===== config.mk =====
export PLATFORM = sky130hd
export DESIGN_NAME = adder_sequencer_flat
export DESIGN_NICKNAME = d
export VERILOG_FILES = /design/src/rtl/adder_sequencer_if.sv /design/src/rtl/adder_sequencer.sv /design/src/flat_wrapper.sv
export SDC_FILE = /design/constraint.sdc
export NUM_CORES = 1
export LEC_CHECK = 0
export ABC_CLOCK_PERIOD_IN_PS = 5400
export CAP_MARGIN = 40
export CORE_MARGIN = 2
export CORE_UTILIZATION = 30
export DETAILED_ROUTE_END_ITERATION = 7
export PLACE_DENSITY = 0.65
export SETUP_SLACK_MARGIN = 0.4
export SYNTH_ARGS = -nofsm -noshare
export SYNTH_HDL_FRONTEND = slang
export SYNTH_SLANG_ARGS = --single-unit

===== constraint.sdc =====
create_clock -name clk -period 5.4 [get_ports clk]
set_input_delay 1.62 -clock clk [delete_from_list [all_inputs] [get_ports clk]]
set_output_delay 1.62 -clock clk [all_outputs]
set_load 0.01 [all_outputs]

===== src/rtl/adder_sequencer_if.sv =====
// Valid/ready request and response bundle for adder_sequencer.
// The requester/consumer side uses master; the sequencer uses slave.
interface adder_sequencer_if #(
  parameter int N     = 8,
  parameter int WORDS = 4
);
  localparam int W = N * WORDS;

  logic         i_valid;
  logic         i_ready;
  logic [W-1:0] a;
  logic [W-1:0] b;
  logic         c_in;
  logic         o_valid;
  logic         o_ready;
  logic [W-1:0] sum;
  logic         c_out;
  logic         busy;

  modport master (
    output i_valid, a, b, c_in, o_ready,
    input  i_ready, o_valid, sum, c_out, busy
  );

  modport slave (
    input  i_valid, a, b, c_in, o_ready,
    output i_ready, o_valid, sum, c_out, busy
  );
endinterface


===== src/rtl/adder_sequencer.sv =====
// Wide W = N*WORDS bit adder built from one shared N-bit adder slice,
// walking the slices LSB first with a registered carry chain.
module adder_n #(
  parameter int N = 8
) (
  input  logic [N-1:0] a,
  input  logic [N-1:0] b,
  input  logic         c_in,
  output logic [N-1:0] sum,
  output logic         c_out
);
  assign {c_out, sum} = {1'b0, a} + {1'b0, b} + {{N{1'b0}}, c_in};
endmodule

module adder_sequencer #(
  parameter int N     = 8,
  parameter int WORDS = 4
) (
  input  logic              clk,
  input  logic              rst,
  adder_sequencer_if.slave  bus
);
  localparam int W  = N * WORDS;
  localparam int IW = (WORDS > 1) ? $clog2(WORDS) : 1;

  typedef enum logic [1:0] {
    IDLE = 2'd0,
    ADD  = 2'd1,
    DONE = 2'd2
  } state_e;

  state_e        state_q, state_d;
  logic [W-1:0]  a_q, a_d;
  logic [W-1:0]  b_q, b_d;
  logic [W-1:0]  sum_q, sum_d;
  logic [IW-1:0] idx_q, idx_d;
  logic          carry_q, carry_d;
  logic          c_out_q, c_out_d;

  logic [N-1:0]  slice_a_s;
  logic [N-1:0]  slice_b_s;
  logic [N-1:0]  slice_sum_s;
  logic          slice_c_s;

  // The shared slice adder only ever sees latched operands, never the ports.
  assign slice_a_s = a_q[int'(idx_q)*N +: N];
  assign slice_b_s = b_q[int'(idx_q)*N +: N];

  adder_n #(.N(N)) u_adder (
    .a     (slice_a_s),
    .b     (slice_b_s),
    .c_in  (carry_q),
    .sum   (slice_sum_s),
    .c_out (slice_c_s)
  );

  // Next-state and datapath update
  always_comb begin
    state_d = state_q;
    a_d     = a_q;
    b_d     = b_q;
    sum_d   = sum_q;
    idx_d   = idx_q;
    carry_d = carry_q;
    c_out_d = c_out_q;
    case (state_q)
      IDLE: begin
        if (bus.i_valid) begin
          a_d     = bus.a;
          b_d     = bus.b;
          carry_d = bus.c_in;
          idx_d   = {IW{1'b0}};
          state_d = ADD;
        end else begin
          state_d = IDLE;
        end
      end
      ADD: begin
        sum_d[int'(idx_q)*N +: N] = slice_sum_s;
        carry_d                   = slice_c_s;
        if (idx_q == IW'(WORDS - 1)) begin
          c_out_d = slice_c_s;
          state_d = DONE;
        end else begin
          idx_d = idx_q + IW'(1);
        end
      end
      DONE: begin
        if (bus.o_ready) begin
          state_d = IDLE;
        end else begin
          state_d = DONE;
        end
      end
      default: begin
        state_d = IDLE;
      end
    endcase
  end

  // State and datapath registers with synchronous reset
  always_ff @(posedge clk) begin
    if (rst) begin
      state_q <= IDLE;
      a_q     <= {W{1'b0}};
      b_q     <= {W{1'b0}};
      sum_q   <= {W{1'b0}};
      idx_q   <= {IW{1'b0}};
      carry_q <= 1'b0;
      c_out_q <= 1'b0;
    end else begin
      state_q <= state_d;
      a_q     <= a_d;
      b_q     <= b_d;
      sum_q   <= sum_d;
      idx_q   <= idx_d;
      carry_q <= carry_d;
      c_out_q <= c_out_d;
    end
  end

  assign bus.i_ready = (state_q == IDLE);
  assign bus.o_valid = (state_q == DONE);
  assign bus.busy    = (state_q == ADD) || (state_q == DONE);
  assign bus.sum     = sum_q;
  assign bus.c_out   = c_out_q;
endmodule


===== src/flat_wrapper.sv =====
// flat-port wrapper written by rule: the top's interface ports become plain ports
module adder_sequencer_flat 
#(
  parameter int N     = 8,
  parameter int WORDS = 4
)
  (clk, rst, bus_i_valid, bus_a, bus_b, bus_c_in, bus_o_ready, bus_i_ready, bus_o_valid, bus_sum, bus_c_out, bus_busy);
  adder_sequencer_if #(.N(N), .WORDS(WORDS)) bus_i ();
  input  logic clk;
  input  logic rst;
  input wire logic [$bits(bus_i.i_valid)-1:0] bus_i_valid;
  input wire logic [$bits(bus_i.a)-1:0] bus_a;
  input wire logic [$bits(bus_i.b)-1:0] bus_b;
  input wire logic [$bits(bus_i.c_in)-1:0] bus_c_in;
  input wire logic [$bits(bus_i.o_ready)-1:0] bus_o_ready;
  output wire logic [$bits(bus_i.i_ready)-1:0] bus_i_ready;
  output wire logic [$bits(bus_i.o_valid)-1:0] bus_o_valid;
  output wire logic [$bits(bus_i.sum)-1:0] bus_sum;
  output wire logic [$bits(bus_i.c_out)-1:0] bus_c_out;
  output wire logic [$bits(bus_i.busy)-1:0] bus_busy;
  assign bus_i.i_valid = bus_i_valid;
  assign bus_i.a = bus_a;
  assign bus_i.b = bus_b;
  assign bus_i.c_in = bus_c_in;
  assign bus_i.o_ready = bus_o_ready;
  assign bus_i_ready = bus_i.i_ready;
  assign bus_o_valid = bus_i.o_valid;
  assign bus_sum = bus_i.sum;
  assign bus_c_out = bus_i.c_out;
  assign bus_busy = bus_i.busy;
  adder_sequencer #(.N(N), .WORDS(WORDS)) u_core (.clk(clk), .rst(rst), .bus(bus_i));
endmodule

==> impl_metrics.csv <==
group,metric,value,unit
synthesis,synth-simple-area-share,16.81,%
synthesis,synth_xor_area_share,1.003,%
clock_tree,cts_tree,"done",
setup_path,arrival,3.70,ns
timing,whs,0.4524,ns
power_and_ir_drop,vdd_drop_max,0.1652,mV
clock_tree,cts_hold_buf,0,
timing,rsz0062_at_grt,"false",
final_layout,synthToLayoutAreaGrowth,34.32,%
routing,drtPass1Iterations,5,
clock_tree,cts_sinks,102,
final_layout,antenna-diode-count,0,
routing,drcViolationCount,0,
synthesis,synth_top_area_cell,"dfxtp_1",
setup_path,cpMostUsedCell,"fa_1",
placement,io_buffers,104,
global_route,overflow,0,
timing,fmaxAchievable,287.6,MHz
clock_tree,clk_pin_slew,0.07,ns
clock_tree,cts_setup_buffers,0,
synthesis,ys_seq_area_share,46.75,%
run,maxCapViolCount,0,
setup_path,cpMaxStageDelayCell,"dfxtp_1",
placement,dp_hpwl,8627,um
synthesis,synth_adder_area_share,5.786,%
synthesis,synth_top_area_share,46.75,%
outcome,status,"complete, no violations",
setup_path,r2r_start,"u_core.idx_q[0]",
floorplan,die_x,124.7,um
synthesis,synth_top_family_by_area,"compound AO/OA/AOI/OAI gates",
clock_tree,cts_root_buf,"clkbuf_16",
power_and_ir_drop,leakage,2.200,nW
clock_tree,cts-resized-gates,0,
synthesis,avgSynthCellArea,9.100,um^2
timing,hold_viol_final,0,
routing,wl_per_cell,14.95,um
synthesis,async_flop_share,0,%
floorplan,ios,105,
timing,setup_tns,0,ns
floorplan,rows,44,
global_route,grt_pass1_vias,3731,
hold_path,hold_path.class,"reg -> reg",
routing,ant_nets,0,
timing,max_slew_margin,49.19,%
timing,finalMaxSlewViolations,0,
placement,placed_area,5603,um^2
synthesis,synth_compound_area_share,17.85,%
synthesis,ys_types,39,
timing,setup_ws,1.923,ns
routing,drt_iter0_drc,184,
timing,period_share,64.40,%
power_and_ir_drop,power_density,290.8,nW/um^2
timing,fin_crit,3.477,ns
placement,gp_congestion,0.7864,
final_layout,drive_gt1_share,7.813,%
global_route,grt_pass1_wl,18310,um
global_route,track_usage,14.69,%
setup_path,path_cells,"mux4_2 > fa_1 > fa_1 > a21o_1 > a221oi_2 > and2b_2 > o21ai_0 > a31oi_1",
setup_path,end_kind,"flop",
routing,finalWirelength,11360,um
global_route,grt_max_degree,56,
setup_path,cp_max_fo,11,
clock_tree,cts_buffer_depth,2,
synthesis,synth_seq_cells,102,
synthesis,ys.flop_type,"dfxtp_1",
power_and_ir_drop,p_total,1.706,mW
floorplan,die_y,124.7,um
hold_path,min_from,"u_core.b_q[23]",
timing,setup_viol,0,
clock_tree,htree_levels,3,
synthesis,syn_nets,568,
routing,vias,3697,
routing,via_per_inst,4.864,
final_layout,fillCellCount,1421,
synthesis,synthMuxAreaShare,8.508,%
timing,worst_slew_pin_slew,0.7612,ns
clock_tree,numCtsBuffers,9,
setup_path,setup.worst_path.start,"u_core.idx_q[0]",
final_layout,design_area,5867,um^2
setup_path,start_kind,"flop",
clock_tree,insertion_delay,0.34,ns
synthesis,yosysWarnings,0,
synthesis,syn_area,4368,um^2
synthesis,postSynthCellCount,480,
synthesis,synth-edff-count,0,
synthesis,yosys-top-cells-area,"dfxtp_1 (47%), nand2_1 (12%), a21oi_1 (8.6%)",
floorplan,core_area,14370,um^2
floorplan,die-area,15540,um^2
floorplan,initial_core_util,30.40,%
placement,place_ws,1.894,ns
timing,fin_skew,0.007138,ns
setup_path,max_stage_delay,0.81,ns
setup_path,cp.required,5.62,ns
global_route,antenna_found_initial,0,
final_layout,finalNetCount,660,
setup_path,crit_type,"reg -> reg",
[sequential cells by signal, summed over array words and instances (netlist names)]
signal / flops
u_core.a_q: 32
u_core.b_q: 32
u_core.bus.c_out: 1
u_core.bus.sum: 32
u_core.carry_q: 1
u_core.idx_q: 2
u_core.state_q: 2
[cell usage after synthesis, drive strengths merged (2+ instances only)]
| cell | count |
|---|---|
| xnor2 | 3 |
| nor2b | 4 |
| o21ai | 5 |
| o211ai | 2 |
| clkbuf | 16 |
| fa | 2 |
| a22o | 21 |
| dfxtp | 102 |
| ha | 17 |
| a21oi | 75 |
| a21o | 3 |
| nand3 | 2 |
| nor3 | 5 |
| inv | 7 |
| a31oi | 2 |
| xor2 | 2 |
| a22oi | 14 |
| and2b | 4 |
| nor2 | 17 |
| mux4 | 16 |
| buf | 13 |
| nand2 | 135 |
[cell families (layout without fill, tap and decap cells)]
logic type,count (synthesis),after routing
AO/OA/AOI/OAI,126,126
XOR/XNOR,5,5
adder cells (fa/ha/maj),19,19
buffers and inverters,36,132
flip-flops,102,102
multiplexers,17,17
AND/OR/NAND/NOR,175,175
[per-layer routing]
layer / vias to the layer above / global-route usage [%] / wire (um)
met1: 1729 / 17.29 / 4877
met2: 105 / 26.07 / 5795
met4: 0 / 5.552 / 217
met5: - / 0 / 0
met3: 12 / 3.222 / 471
li1: 1851 / - / -
[report_power, final]
| part | switching [mW] | internal, mW |
|---|---|---|
| clock | 0.274 | 0.311 |
| combinational | 0.159 | 0.141 |
| sequential | 0.0259 | 0.795 |
| total | 0.459 | 1.25 |
[layout make-up]
class | count | area [um^2] | share of cell area, %
multi-input combinational | 342 | 2186 | 37.26
sequential | 102 | 2042 | 34.80
timing repair buffer | 110 | 1119 | 19.07
tap | 184 | 230.2 | 3.924
clock buffer | 10 | 229.0 | 3.903
clock inverter | 5 | 35.03 | 0.5971
inverter | 7 | 26.28 | 0.4479
[path summary, 6_finish.rpt]
path / cells past startpoint / slack [ns] / endpoint
max reg2reg: 8 / 1.92 / u_core.carry_q
max: 8 / 1.92 / u_core.carry_q
min reg2reg: 2 / 0.45 / u_core.b_q[23]
min: 2 / 0.45 / u_core.b_q[23]
[stage by stage]
stage	util [%]	cells
after detailed placement	38.99	745
after floorplan	-	480
after global placement	38.58	742
final	40.83	760
after CTS	40.83	760
after global routing	40.83	760
[layout by cell type (no fill, tap or decap), types with 2 or more instances in the layout]
| cell type | instances |
|---|---|
| dfxtp_1 | 102 |
| nor3_1 | 5 |
| mux4_2 | 16 |
| inv_1 | 7 |
| a22o_1 | 21 |
| buf_12 | 3 |
| nor2b_1 | 4 |
| nand3_1 | 2 |
| a22oi_1 | 14 |
| nor2_1 | 17 |
| ha_1 | 17 |
| xnor2_1 | 3 |
| xor2_1 | 2 |
| buf_4 | 3 |
| o211ai_1 | 2 |
| clkinv_2 | 2 |
| fa_1 | 2 |
| clkdlybuf4s50_1 | 103 |
| o21ai_0 | 5 |
| a21o_1 | 2 |
| and2b_1 | 3 |
| a21oi_1 | 75 |
| nand2_1 | 134 |
| a31oi_1 | 2 |
| clkbuf_16 | 9 |
[worst max-delay path, delay by kind of cell, from the launching register on]
family	cells	cell delay, ns
muxes	1	0.62
adders and majority gates	2	0.89
DFF	1	0.81
AOI/OAI and AO/OA	4	0.77
and+or+nand+nor	1	0.26
Power figures use the tool's default switching activity.
